<file path="config.mk">
export PLATFORM = sky130hd
export DESIGN_NAME = sid_filter_mc_flat
export DESIGN_NICKNAME = d
export VERILOG_FILES = /design/src/rtl/sid_filter_mc_if.sv /design/src/rtl/sid_filter_mc.sv /design/src/flat_wrapper.sv
export SDC_FILE = /design/constraint.sdc
export NUM_CORES = 2
export LEC_CHECK = 0
export CORE_UTILIZATION = 60
export CTS_BUF_LIST = sky130_fd_sc_hd__clkbuf_8 sky130_fd_sc_hd__clkbuf_16
export DETAILED_ROUTE_END_ITERATION = 10
export PLACE_DENSITY = 0.79
export REMOVE_ABC_BUFFERS = 1
export SYNTH_ARGS = -nofsm -noshare
export SYNTH_HDL_FRONTEND = slang
export SYNTH_SLANG_ARGS = --single-unit
export TNS_END_PERCENT = 20
</file>
<file path="constraint.sdc">
create_clock -name clk -period 19.85 [get_ports clk]
set_clock_uncertainty 0.15 [all_clocks]
set_input_delay 3.97 -clock clk [delete_from_list [all_inputs] [get_ports clk]]
set_output_delay 3.97 -clock clk [all_outputs]
set_load 0.005 [all_outputs]
</file>
<file path="src/rtl/sid_filter_mc_if.sv">
// sid_filter_mc_if: control, per-channel parameter and audio bundle of the multi-channel SID filter
interface sid_filter_mc_if #(parameter int CHANNELS = 2, parameter int W = 16);
  logic                      start;
  logic                      clear_st;
  logic [CHANNELS*W-1:0]     vi;
  logic [CHANNELS*W-1:0]     vd;
  logic [CHANNELS*W-1:0]     w0;
  logic [CHANNELS*11-1:0]    res_q;
  logic [CHANNELS*3-1:0]     mode;
  logic [CHANNELS*4-1:0]     vol;
  logic                      busy;
  logic                      done;
  logic                      overrun;
  logic [CHANNELS*(W+4)-1:0] audio;
  modport master (output start, clear_st, vi, vd, w0, res_q, mode, vol,
                  input  busy, done, overrun, audio);
  modport slave  (input  start, clear_st, vi, vd, w0, res_q, mode, vol,
                  output busy, done, overrun, audio);
endinterface

</file>
<file path="src/rtl/sid_filter_mc.sv">
// sid_filter_mc: time-multiplexed multi-channel SID state-variable filter on one shared multiplier
module sid_filter_mc #(
  parameter int CHANNELS = 2,
  parameter int W        = 16,
  parameter int Q_FRAC   = 10
) (
  input logic           clk,
  input logic           rst,
  sid_filter_mc_if.slave bus
);
  localparam int PW = 2*W+4;
  localparam int CW = CHANNELS > 1 ? $clog2(CHANNELS) : 1;
  localparam logic signed [PW-1:0] SMAX = PW'((1 << (W-1)) - 1);
  localparam logic signed [PW-1:0] SMIN = -SMAX - 1;
  typedef enum logic [2:0] {IDLE, BP, LP, HP, MIX} state_t;
  state_t                    st_q;
  logic [CW-1:0]             ch_q;
  logic                      busy_q, done_q, ovr_q;
  logic [CHANNELS*W-1:0]     vi_q, vd_q, w0_q, vhp_q, vbp_q, vlp_q;
  logic [CHANNELS*11-1:0]    rq_q;
  logic [CHANNELS*3-1:0]     mode_q;
  logic [CHANNELS*4-1:0]     vol_q;
  logic [CHANNELS*(W+4)-1:0] audio_q;
  logic signed [W-1:0]       bp_q, lp_q, hp_q, bp_d, lp_d, hp_d, m;
  logic signed [W-1:0]       vi_c, vd_c, w0_c, vhp_c, vbp_c, vlp_c;
  logic [2:0]                mode_c;
  logic signed [W:0]         ma;
  logic signed [W-1:0]       mb;
  logic signed [2*W:0]       prod;
  logic signed [PW-1:0]      hsum, msum;
  function automatic logic signed [W-1:0] sat(input logic signed [PW-1:0] x);
    return x > SMAX ? SMAX[W-1:0] : x < SMIN ? SMIN[W-1:0] : x[W-1:0];
  endfunction
  // one multiplier serves w0*state, res_q*vbp and vol*mix depending on the step
  always_comb begin
    vi_c   = vi_q[ch_q*W +: W];
    vd_c   = vd_q[ch_q*W +: W];
    w0_c   = w0_q[ch_q*W +: W];
    vhp_c  = vhp_q[ch_q*W +: W];
    vbp_c  = vbp_q[ch_q*W +: W];
    vlp_c  = vlp_q[ch_q*W +: W];
    mode_c = mode_q[ch_q*3 +: 3];
    hsum   = PW'(lp_q) + PW'(vi_c);
    msum   = PW'(vd_c) + (mode_c[0] ? PW'(lp_q) : '0) + (mode_c[1] ? PW'(bp_q) : '0)
           + (mode_c[2] ? PW'(hp_q) : '0);
    m      = sat(msum);
    ma     = st_q == HP  ? (W+1)'(rq_q[ch_q*11 +: 11]) :
             st_q == MIX ? (W+1)'(vol_q[ch_q*4 +: 4]) : (W+1)'(w0_c);
    mb     = st_q == BP ? vhp_c : st_q == LP ? vbp_c : st_q == HP ? bp_q : m;
    prod   = ma * mb;
    bp_d   = sat(PW'(vbp_c) - PW'(prod >>> 17));
    lp_d   = sat(PW'(vlp_c) - PW'(prod >>> 17));
    hp_d   = sat((PW'(prod) - (hsum <<< Q_FRAC)) >>> Q_FRAC);
  end
  always_ff @(posedge clk or posedge rst) begin
    if (rst) begin
      st_q    <= IDLE;
      ch_q    <= '0;
      busy_q  <= 1'b0;
      done_q  <= 1'b0;
      ovr_q   <= 1'b0;
      vi_q    <= '0;
      vd_q    <= '0;
      w0_q    <= '0;
      rq_q    <= '0;
      mode_q  <= '0;
      vol_q   <= '0;
      vhp_q   <= '0;
      vbp_q   <= '0;
      vlp_q   <= '0;
      bp_q    <= '0;
      lp_q    <= '0;
      hp_q    <= '0;
      audio_q <= '0;
    end else begin
      done_q <= 1'b0;
      if (bus.start && busy_q) ovr_q <= 1'b1;
      case (st_q)
        IDLE: begin
          if (bus.clear_st) begin
            vhp_q <= '0;
            vbp_q <= '0;
            vlp_q <= '0;
          end
          if (bus.start) begin
            vi_q   <= bus.vi;
            vd_q   <= bus.vd;
            w0_q   <= bus.w0;
            rq_q   <= bus.res_q;
            mode_q <= bus.mode;
            vol_q  <= bus.vol;
            ch_q   <= '0;
            busy_q <= 1'b1;
            st_q   <= BP;
          end
        end
        BP: begin
          bp_q <= bp_d;
          st_q <= LP;
        end
        LP: begin
          lp_q <= lp_d;
          st_q <= HP;
        end
        HP: begin
          hp_q <= hp_d;
          st_q <= MIX;
        end
        default: begin
          vbp_q[ch_q*W +: W]         <= bp_q;
          vlp_q[ch_q*W +: W]         <= lp_q;
          vhp_q[ch_q*W +: W]         <= hp_q;
          audio_q[ch_q*(W+4) +: W+4] <= prod[W+3:0];
          if (ch_q == CW'(CHANNELS-1)) begin
            st_q   <= IDLE;
            busy_q <= 1'b0;
            done_q <= 1'b1;
          end else begin
            ch_q <= ch_q + 1'b1;
            st_q <= BP;
          end
        end
      endcase
    end
  end
  assign bus.busy    = busy_q;
  assign bus.done    = done_q;
  assign bus.overrun = ovr_q;
  assign bus.audio   = audio_q;
endmodule
</file>
<file path="src/flat_wrapper.sv">
// flat-port wrapper written by rule: the top's interface ports become plain ports
module sid_filter_mc_flat 
#(
  parameter int CHANNELS = 2,
  parameter int W        = 16,
  parameter int Q_FRAC   = 10
)
  (clk, rst, bus_start, bus_clear_st, bus_vi, bus_vd, bus_w0, bus_res_q, bus_mode, bus_vol, bus_busy, bus_done, bus_overrun, bus_audio);
  sid_filter_mc_if #(.CHANNELS(CHANNELS), .W(W)) bus_i ();
  input logic clk;
  input logic rst;
  input wire logic [$bits(bus_i.start)-1:0] bus_start;
  input wire logic [$bits(bus_i.clear_st)-1:0] bus_clear_st;
  input wire logic [$bits(bus_i.vi)-1:0] bus_vi;
  input wire logic [$bits(bus_i.vd)-1:0] bus_vd;
  input wire logic [$bits(bus_i.w0)-1:0] bus_w0;
  input wire logic [$bits(bus_i.res_q)-1:0] bus_res_q;
  input wire logic [$bits(bus_i.mode)-1:0] bus_mode;
  input wire logic [$bits(bus_i.vol)-1:0] bus_vol;
  output wire logic [$bits(bus_i.busy)-1:0] bus_busy;
  output wire logic [$bits(bus_i.done)-1:0] bus_done;
  output wire logic [$bits(bus_i.overrun)-1:0] bus_overrun;
  output wire logic [$bits(bus_i.audio)-1:0] bus_audio;
  assign bus_i.start = bus_start;
  assign bus_i.clear_st = bus_clear_st;
  assign bus_i.vi = bus_vi;
  assign bus_i.vd = bus_vd;
  assign bus_i.w0 = bus_w0;
  assign bus_i.res_q = bus_res_q;
  assign bus_i.mode = bus_mode;
  assign bus_i.vol = bus_vol;
  assign bus_busy = bus_i.busy;
  assign bus_done = bus_i.done;
  assign bus_overrun = bus_i.overrun;
  assign bus_audio = bus_i.audio;
  sid_filter_mc #(.CHANNELS(CHANNELS), .W(W), .Q_FRAC(Q_FRAC)) u_core (.clk(clk), .rst(rst), .bus(bus_i));
endmodule
</file>
==> results.md <==
- Status: completed
- Gr ovfl total: 0
- Synth top area share: 0.269
- Htree depth: 2
- Post-synthesis register bit count: around 320
- Tot GR Track Use: 0.364
- Post-synth EDFFs: 0
- Cell mode on critical path: fa_1
- Area of the multi-input gates: slightly below 20000 sq um
- Min-Delay Path Class: register to register
- Placer Congestion: 0.992
- Required time of the critical path: slightly above 20 ns
- Initial antenna violation count: 1
- Avg Cell Area, Syn: 9.83 sq um
- FP Rows: 81
- Total number of vias: roughly 24000
- Residual DRC: 0
- Post-CTS Setup Bufs: 0
- Fin crit share: 0.888
- Yosys cell types: 98
- Top-Level Pins: 179
- Most frequent cell after synthesis: inv_1
- Critical path type: register to register
- Port Buffers: 178
- CTS tree: done
- Chip height: 226 um
- Share of cells above drive strength 1: 0.114
- Initial Utilization: 0.612
- Final Hold Fails: 0
- Die width: 226 um
- Largest net degree at the start of global routing: 115
- Max Slew Vio Count: 0
- Detailed Place HPWL: 68400 um
- Longest Clk Path Bufs: 3
- Slowest cell on crit path: dfrtp_4
- Clock Latency Late Sink: between 0.5 and 0.6 ns
- Seq/Total Area, Yosys: 0.269
- Synth cell count leaders: 416 x inv_1, 323 x dfrtp_1, 306 x fa_1
- Worst Setup End Kind: register
- # Max-Cap Violations: 0
- Relative slew slack: 0.0932
- DRT antenna net count: 0
- Hold-fix buffers, CTS: 0
- Flip-flop and latch area: 8090 sq um
- RSZ-0062 raised after global routing: false
- Post-cts gate resize count: 0
- Worst path max stage delay: 0.92 ns
- Filler Cells Inserted: 3790
- Final Setup Violations: 0
- Core ar.: 49200 sq um
- Arrival time at the worst endpoint: between 15 and 20 ns
- First-pass GRT wire length: 141000 um
- Die area: 51000 sq um
- Ys Warns: 0
- CTS root buf: clkbuf_16
- P&R area growth vs syn: 12.3%
- Cell taking the most area after synthesis: dfrtp_1
- Area contributors post-synth: dfrtp_1 27%, fa_1 20%, mux2_2 7.5%
- Final WL: 89400 um
- Fin nets: 3782
- Minimum clock period after layout: 17.62 ns
- CP max FO: 44
- TNS Setup: 0 ns
- DR WL/cell: 23.1 um
- DR vias/cell: 6.23
- Clk sink count: 323
- Initial DRT Pass Iterations: 6
- Vias in the first global route: about 25000
- Post-Syn Area: 30100 sq um
- CTS clk-pin slew, worst paths: 0.06 ns
- Post-synth top flop: dfrtp_1
- Crit-path leading delay family: compound AO/OA/AOI/OAI gates
- Fraction of registers with async set/reset: 1.00
- 1st-iter DRT viols: 2269
- Startpoint types: register
- Bufs and invs on worst path: 7
- Syn Inst Count: 3059
- Peak Freq: between 0.05 and 0.06 GHz
- CTS Buf Count: 37
- Least-Margin Pin Slew: around 1.4 ns
==> worst register-to-register path: cells and delay by family (launching register included) <==
kind	cells	cell delay (ns)
AND/OR/NAND/NOR	10	1.46
XOR/XNOR	1	0.87
buffers and inverters	7	0.87
flip-flops	1	0.92
adder cells (fa/ha/maj)	13	6.03
multiplexers	2	0.60
AO/OA/AOI/OAI	22	6.58
==> worst paths after layout <==
kind,startpoint,to,slack [ns],cells after the start
min reg2reg,u_core.bus.overrun$_DFFE_PP0P_,u_core.bus.overrun$_DFFE_PP0P_,0.30,1
max,u_core.ch_q$_DFFE_PP0P_,u_core.lp_q[12]$_DFFE_PP0P_,2.23,55
min,u_core.bus.overrun$_DFFE_PP0P_,u_core.bus.overrun$_DFFE_PP0P_,0.30,1
max in group asynchronous,rst,u_core.bus.audio[15]$_DFFE_PP0P_,13.39,4
min in group asynchronous,rst,u_core.vi_q[0]$_DFFE_PP0P_,3.81,2
max reg2reg,u_core.ch_q$_DFFE_PP0P_,u_core.lp_q[12]$_DFFE_PP0P_,2.23,55
==> cell families after synthesis <==
kind of cell,after synthesis,share of synthesized area
XOR/XNOR,100,0.0296
multiplexers,246,0.0932
adder cells (fa/ha/maj),472,0.273
buffers and inverters,557,0.0714
flip-flops,323,0.269
AND/OR/NAND/NOR,746,0.118
AO/OA/AOI/OAI,615,0.147
==> state kept, by name (all words and copies together), names as in the netlist, 8 cells and up <==
signal	flops
u_core.lp_q	16
u_core.vlp_q	32
u_core.vbp_q	32
u_core.vol_q	8
u_core.vd_q	32
u_core.rq_q	22
u_core.vi_q	32
u_core.hp_q	16
u_core.bp_q	16
u_core.w0_q	32
u_core.vhp_q	32
u_core.bus.audio	40
==> through the flow <==
step,hold WS [ns],setup WS [ns],area [sq um],instances,util
3_3_place_gp,0.288,3.14,32500,3805,0.660
2_1_floorplan,0.294,2.21,29500,2924,-
6_report,0.305,2.23,33800,3874,0.687
4_1_cts,0.307,2.68,33800,3870,0.687
3_5_place_dp,0.294,2.82,32500,3805,0.660
5_1_grt,0.325,1.60,33800,3870,0.687
==> placed cells by master (no fill, tap or decap), types with 19 or more instances in the layout <==
cell and instances:
nand2_1 257, o21ai_0 113, inv_1 420, xnor2_1 68
buf_4 39, o31ai_1 19, o32ai_1 19, a21oi_1 101
o21a_1 23, clkdlybuf4s50_1 178, and3_1 22, nor2_1 183
nand2b_1 40, xor2_1 31, nor3_1 34, fa_1 306
a31oi_1 26, dfrtp_1 322, mux2i_1 39, a22o_1 98
ha_1 160, nor2b_1 76, a21o_1 41, clkbuf_16 38
nand3_1 30, mux2_2 200, and2_1 48
==> routing by layer <==
layer	wire length [um]	part of all wire	GRT usage	vias to the layer above
li1	-	-	-	10500
met1	34500	0.39	0.462	12000
met2	42700	0.48	0.605	1247
met3	7500	0.084	0.0667	309
met4	4680	0.052	0.168	0
met5	0	0	0	-
==> cell type report <==
| type | count | area share |
|---|---|---|
| timing repair buffer | 217 | 0.0614 |
| multi-input combinational | 2179 | 0.589 |
| tap | 664 | 0.0246 |
| sequential | 323 | 0.239 |
| antenna | 4 | 0.000296 |
| clock buffer | 44 | 0.0306 |
| inverter | 422 | 0.0471 |
| clock inverter | 21 | 0.00782 |
Power is not shown: default switching activity piles up to over one toggle a cycle in this logic, so the estimate is an artifact.
